==> src/rtl/hybrid_cipher_pkg.sv <==
// Shared types, constants and Polybius helpers for the hybrid Vigenere/Polybius stream cipher.
package hybrid_cipher_pkg;

    typedef enum logic [1:0] {
        ST_IDLE = 2'd0,
        ST_LOAD = 2'd1,
        ST_RUN  = 2'd2
    } state_e;

    localparam int ALPHA     = 26;
    localparam int GRID_COLS = 6;
    localparam int GRID_ROWS = 5;

    localparam logic [15:0] ERR_WORD = 16'h3F3F;
    localparam logic [7:0]  CH_A     = 8'h41;
    localparam logic [7:0]  CH_Z     = 8'h5A;
    localparam logic [7:0]  CH_1     = 8'h31;

    // Letter index 0..25 -> {row digit, column digit}; row boundaries are a fixed table, no divider.
    function automatic logic [15:0] polybius_enc(input logic [4:0] idx);
        logic [2:0] row;
        logic [4:0] base;
        logic [4:0] col;
        if (idx >= 5'd24) begin
            row = 3'd4; base = 5'd24;
        end else if (idx >= 5'd18) begin
            row = 3'd3; base = 5'd18;
        end else if (idx >= 5'd12) begin
            row = 3'd2; base = 5'd12;
        end else if (idx >= 5'd6) begin
            row = 3'd1; base = 5'd6;
        end else begin
            row = 3'd0; base = 5'd0;
        end
        col = idx - base;
        return {CH_1 + {5'b0, row}, CH_1 + {3'b0, col}};
    endfunction

    // {digit pair} -> {ok, index}; ok clears for out-of-grid digits or a cell past 'Z'.
    function automatic logic [5:0] polybius_dec(input logic [7:0] row, input logic [7:0] col);
        logic [7:0] r;
        logic [7:0] cc;
        logic [5:0] c;
        logic       ok;
        r  = row - CH_1;
        cc = col - CH_1;
        ok = (r < 8'(GRID_ROWS)) && (cc < 8'(GRID_COLS));
        c  = 6'({r[2:0], 2'b00}) + 6'({r[2:0], 1'b0}) + 6'(cc[2:0]);
        ok = ok && (c < 6'(ALPHA));
        return {ok, c[4:0]};
    endfunction

endpackage

==> src/rtl/hybrid_key_store.sv <==
// Key register file with append-only write pointer (key_len) and wrapping read pointer (kidx).
module hybrid_key_store
    import hybrid_cipher_pkg::*;
#(
    parameter int KEY_MAX = 16,
    parameter int KW      = $clog2(KEY_MAX)
) (
    input  logic          clk,
    input  logic          rst,
    input  logic          clr,
    input  logic          wr_en,
    input  logic [4:0]    wr_dat,
    input  logic          rd_adv,
    output logic [KW:0]   key_len,
    output logic [4:0]    rd_dat
);

    logic [4:0]    mem_q [KEY_MAX];
    logic [KW:0]   len_q, len_d;
    logic [KW-1:0] kidx_q, kidx_d;
    logic          wr_ok;

    assign wr_ok = wr_en && !clr && (len_q < (KW+1)'(KEY_MAX));

    always_comb begin
        len_d  = len_q;
        kidx_d = kidx_q;
        if (clr) begin
            len_d  = '0;
            kidx_d = '0;
        end else begin
            if (wr_ok)
                len_d = len_q + 1'b1;
            if (rd_adv)
                kidx_d = ({1'b0, kidx_q} == len_q - 1'b1) ? '0 : kidx_q + 1'b1;
        end
    end

    always_ff @(posedge clk or posedge rst) begin
        if (rst) begin
            len_q  <= '0;
            kidx_q <= '0;
        end else begin
            len_q  <= len_d;
            kidx_q <= kidx_d;
        end
    end

    // Contents survive reset; key_len alone says which entries are meaningful.
    always_ff @(posedge clk) begin
        if (wr_ok)
            mem_q[len_q[KW-1:0]] <= wr_dat;
    end

    assign key_len = len_q;
    assign rd_dat  = mem_q[kidx_q];

endmodule

==> src/rtl/hybrid_cipher_stream.sv <==
// Vigenere shift + 6-column Polybius stream cipher; one cycle beat-to-output,
// full throughput; in_ready drops while a held output is not being taken.
module hybrid_cipher_stream
    import hybrid_cipher_pkg::*;
#(
    parameter int KEY_MAX = 16,
    parameter int KW      = $clog2(KEY_MAX)
) (
    input  logic          clk,
    input  logic          rst,
    input  logic          clr,
    input  logic          key_valid,
    input  logic [7:0]    key_data,
    input  logic          key_last,
    output logic          key_ready,
    input  logic          mode,
    input  logic          in_valid,
    output logic          in_ready,
    input  logic [15:0]   in_data,
    output logic          out_valid,
    input  logic          out_ready,
    output logic [15:0]   out_data,
    output logic          out_err,
    output logic [KW:0]   key_len
);

    state_e      state_q, state_d;
    logic        out_valid_q, out_valid_d;
    logic [15:0] out_data_q, out_data_d;
    logic        out_err_q, out_err_d;

    logic        key_acc, key_wr, beat_acc, beat_ok;
    logic [KW:0] len_next;
    logic [4:0]  key_k, p_enc;
    logic        enc_ok;
    logic [5:0]  dec, sum_e, sum_d, mod_e, mod_d;
    logic [15:0] result;

    assign key_ready = (state_q != ST_RUN);
    assign in_ready  = (state_q == ST_RUN) && (!out_valid_q || out_ready);
    assign key_acc   = key_valid && key_ready && !clr;
    assign key_wr    = key_acc && (key_data >= CH_A) && (key_data <= CH_Z);
    assign len_next  = key_len + (KW+1)'(key_wr);
    assign beat_acc  = in_valid && in_ready && !clr;

    hybrid_key_store #(.KEY_MAX(KEY_MAX), .KW(KW)) u_key_store (
        .clk     (clk),
        .rst     (rst),
        .clr     (clr),
        .wr_en   (key_wr),
        .wr_dat  (5'(key_data - CH_A)),
        .rd_adv  (beat_acc && beat_ok),
        .key_len (key_len),
        .rd_dat  (key_k)
    );

    // Both directions stay within 6 bits and need one conditional subtract of 26.
    always_comb begin
        p_enc  = 5'(in_data[7:0] - CH_A);
        enc_ok = (in_data[7:0] >= CH_A) && (in_data[7:0] <= CH_Z);
        sum_e  = {1'b0, p_enc} + {1'b0, key_k};
        mod_e  = (sum_e >= 6'(ALPHA)) ? sum_e - 6'(ALPHA) : sum_e;
        dec    = polybius_dec(in_data[15:8], in_data[7:0]);
        sum_d  = {1'b0, dec[4:0]} + (6'(ALPHA) - {1'b0, key_k});
        mod_d  = (sum_d >= 6'(ALPHA)) ? sum_d - 6'(ALPHA) : sum_d;
        beat_ok = mode ? dec[5] : enc_ok;
        if (!beat_ok)
            result = ERR_WORD;
        else if (mode)
            result = {8'h00, CH_A + {3'b0, mod_d[4:0]}};
        else
            result = polybius_enc(mod_e[4:0]);
    end

    always_comb begin
        state_d     = state_q;
        out_valid_d = out_valid_q;
        out_data_d  = out_data_q;
        out_err_d   = out_err_q;
        if (clr) begin
            state_d     = ST_IDLE;
            out_valid_d = 1'b0;
        end else begin
            if (key_acc) begin
                if (key_last)
                    state_d = (len_next != '0) ? ST_RUN : ST_IDLE;
                else if (len_next == (KW+1)'(KEY_MAX))
                    state_d = ST_RUN;
                else
                    state_d = ST_LOAD;
            end
            if (beat_acc) begin
                out_valid_d = 1'b1;
                out_data_d  = result;
                out_err_d   = !beat_ok;
            end else if (out_ready) begin
                out_valid_d = 1'b0;
            end
        end
    end

    always_ff @(posedge clk or posedge rst) begin
        if (rst) begin
            state_q     <= ST_IDLE;
            out_valid_q <= 1'b0;
            out_data_q  <= '0;
            out_err_q   <= 1'b0;
        end else begin
            state_q     <= state_d;
            out_valid_q <= out_valid_d;
            out_data_q  <= out_data_d;
            out_err_q   <= out_err_d;
        end
    end

    assign out_valid = out_valid_q;
    assign out_data  = out_data_q;
    assign out_err   = out_err_q;

endmodule
==> config.mk <==
export PLATFORM = sky130hd
export DESIGN_NAME = hybrid_cipher_stream
export DESIGN_NICKNAME = d
export VERILOG_FILES = /design/src/rtl/hybrid_cipher_pkg.sv /design/src/rtl/hybrid_key_store.sv /design/src/rtl/hybrid_cipher_stream.sv
export SDC_FILE = /design/constraint.sdc
export NUM_CORES = 1
export LEC_CHECK = 0
export ABC_AREA = 1
export CAP_MARGIN = 20
export CORE_UTILIZATION = 35
export DETAILED_ROUTE_END_ITERATION = 10
export MAX_ROUTING_LAYER = met4
export PLACE_DENSITY = 0.65
export RECOVER_POWER = 50
export SYNTH_ARGS = -nofsm -noshare
export SYNTH_HDL_FRONTEND = slang
export SYNTH_SLANG_ARGS = --single-unit
==> constraint.sdc <==
create_clock -name clk -period 8.9 [get_ports clk]
set_clock_uncertainty 0.05 [all_clocks]
set_input_delay 2.67 -clock clk [delete_from_list [all_inputs] [get_ports clk]]
set_output_delay 2.67 -clock clk [all_outputs]
set_load 0.1 [all_outputs]
==> reports/qor.yml <==
status:
  status: "finished clean"
routing:
  wl_per_cell_um: 14.4
  drtAntennaViolNets: 0
  dr.pass1.iters: 6
  initialDrtViolationCount: 298
  drcViolationCount: 0
  totalWireLength_um: 13900
  route.vias.total: 4711
  via_per_inst: 4.90
final_layout:
  drive_gt1_frac: 0.0746
  multi_input_area_um2: 2750
  num-nets-final: 810
  register_area_um2: 3030
  layout.cells.non_filler: 962
  antenna_cells: 0
  fin_area_um2: 7300
  mostFrequentLayoutCell: "nand2_1"
  syn_to_final_growth_pct: 16.9
  n_fill_cell: 1725
  final_cell_mix: "121 x nand2_1, 95 x inv_1, 80 x edfxtp_1"
setup_path:
  rr_worst_depth: 32
  r2r_end: "out_data[3]"
  slowest_delay_ns: 1.12
  critPathLaunch: "out_ready"
  endpoint_kind: "output pin"
  timing.critical_path.cells: "clkdlybuf4s50_1 -> inv_1 -> nand2_1 -> nand3_1 -> inv_1 -> clkdlybuf4s50_1"
  worstSetupPathType: "input port to output pin"
  worstPathRequired_ns: 6.18
  path_max_fanout: 2
  critPathSlowestCell: "clkdlybuf4s50_1"
  worstReg2RegStart: "u_key_store.kidx_q[0]"
  cp.arrival_ns: 4.48
  r2r_slack_ns: 3.55
  startpoint_type: "input port"
  critPathCapture: "in_ready"
clocking:
  cts-root-buf: "clkbuf_16"
  cts.repair.resized: 0
  cts_setup_buffers: 0
  clk_pin_slew_ns: 0.07
  hold_buffers: 0
  cts_buffers: 9
  clk_latency_ns: 0.35
  cts.path.max_buffers: 2
  htree_levels: 3
  cts_tree: "done"
  cts.sinks: 105
placement:
  place_area_um2: 7010
  placed_cells: 945
  dpl.hpwl_um: 10100
  port_buffers: 53
  gp_congestion: 0.839
global_route:
  grt_pass1_vias: 4580
  grt.total_usage: 0.165
  grt_pass1_wl_um: 22900
  antenna_found_initial: 0
  overflow: 0
  grt_max_degree: 44
synthesis:
  synthCells: 680
  ys_seq_elements: 105
  yosysSeqAreaShare: 0.485
  avgSynthCellArea_um2: 9.18
  yosysUniqueCellTypes: 50
  yosys_warnings: 0
  syn_area_um2: 6240
power_and_ir_drop:
  p_per_area_nw_per_um2: 194
  vdd.ir_drop.worst_v: 0.000104
  total_leakage_power_nw: 3.09
timing:
  final-hold-violation-count: 0
  drv_slew: 0
  final-setup-viol-count: 0
  fin_crit_ns: 7.20
  hold_slack_ns: 0.445
  worstMarginPinSlew_ns: 1.32
  min_period_over_period: 0.809
  rsz0062_at_grt: "no"
  tns_ns: 0
  max-slew-margin-rel: 0.120
  fmax_mhz: 139
min_path:
  hold_path_class: "flip-flop to flip-flop"
die:
  die_h_um: 136
  pin_count: 57
  die_w_um: 136
  die-area_um2: 18400
  core_area_um2: 17400
  initial_core_util: 0.360
  num_rows: 48
flow_run:
  cap_viol_max_count: 0
==> metal layers <==
| layer | GRT usage | wire (um) | up-vias |
|---|---|---|---|
| met5 | - | 0 | - |
| met4 | 0.0356 | 133 | 0 |
| met3 | 0.0292 | 644 | 13 |
| met2 | 0.273 | 6680 | 110 |
| met1 | 0.212 | 6390 | 2201 |
| li1 | - | - | 2387 |
==> cells by family (layout without fill, tap and decap cells) <==
logic type                 count (synthesis)  in the layout  synth area share
and+or+nand+nor                          278            278             0.208
other                                      1              3          0.000601
adders and majority gates                 46             46            0.0970
AOI/OAI and AO/OA                        108            108             0.102
DFF                                      105            105             0.485
muxes                                      1              1           0.00160
xor gates and xnor gates                  20             20            0.0305
buffers and inverters                    121            176            0.0754
==> through the flow <==
step / total power [W] / setup slack, ns / utilization
after floorplan: 0.000935 / 2.67 / -
after global placement: 0.00102 / 1.70 / 0.404
after detailed placement: 0.00103 / 1.69 / 0.404
after CTS: 0.00143 / 1.69 / 0.421
after global routing: 0.00150 / 1.61 / 0.420
final: 0.00142 / 1.70 / 0.420
==> worst min path at each step <==
stage	start	endpoint	slack, ns	depth (start not counted)
3_3_place_gp	out_data[6]	out_data[6]	0.43	2
6_report	out_data[6]	out_data[6]	0.44	2
5_1_grt	out_data[6]	out_data[6]	0.48	2
2_1_floorplan	state_q[0]	state_q[0]	0.43	2
3_5_place_dp	out_data[6]	out_data[6]	0.43	2
4_1_cts	out_data[6]	out_data[6]	0.45	2
==> worst max-delay path, delay by kind of cell <==
kind | cells | cell delay, ns
buffers and inverters | 4 | 1.66
and+or+nand+nor | 2 | 0.14
==> flip-flops by register name, indices dropped and copies added, names as in the netlist <==
| signal | count |
|---|---|
| u_key_store.key_len | 5 |
| u_key_store.mem_q | 80 |
| out_valid | 1 |
| u_key_store.kidx_q | 4 |
| state_q | 2 |
| out_data | 12 |
| out_err | 1 |
==> power by group <==
part	internal [W]	switching [W]
clock	0.000221	0.000180
combinational	0.000160	0.000311
sequential	0.000541	0.00000500
total	0.000922	0.000496
==> cells in the mapped netlist (all sizes together) <==
library cell  number  area share
conb               1     0.00060
clkbuf            14      0.0084
ha                42       0.084
or2                5      0.0050
o21bai             1      0.0012
o31ai              2      0.0024
fa                 4       0.013
xnor2              8       0.012
dfrtp             25        0.10
o221ai             3      0.0042
mux2i              1      0.0016
nand4              5      0.0050
a31oi              5      0.0050
a21oi             22       0.018
nor3               5      0.0056
o22ai             13       0.014
o2111ai            6      0.0084
buf                6      0.0062
a211oi             2      0.0024
nor4               4      0.0060
inv               99       0.060
nand3b             5      0.0060
nand3             51       0.045
nand2            132       0.086
o21a               2      0.0026
edfxtp            80        0.38
clkinv             2      0.0012
xor2              12       0.018
o21ai             51       0.043
a221oi             1      0.0014
nor2              71       0.049
==> area by class of cell <==
cell class	count	area share
sequential	105	0.415
multi-input combinational	456	0.377
timing repair buffer	59	0.0768
inverter	101	0.0520
tap	225	0.0386
clock buffer	11	0.0319
clock inverter	5	0.00875
Note: power is estimated with default switching activity, not from simulation.
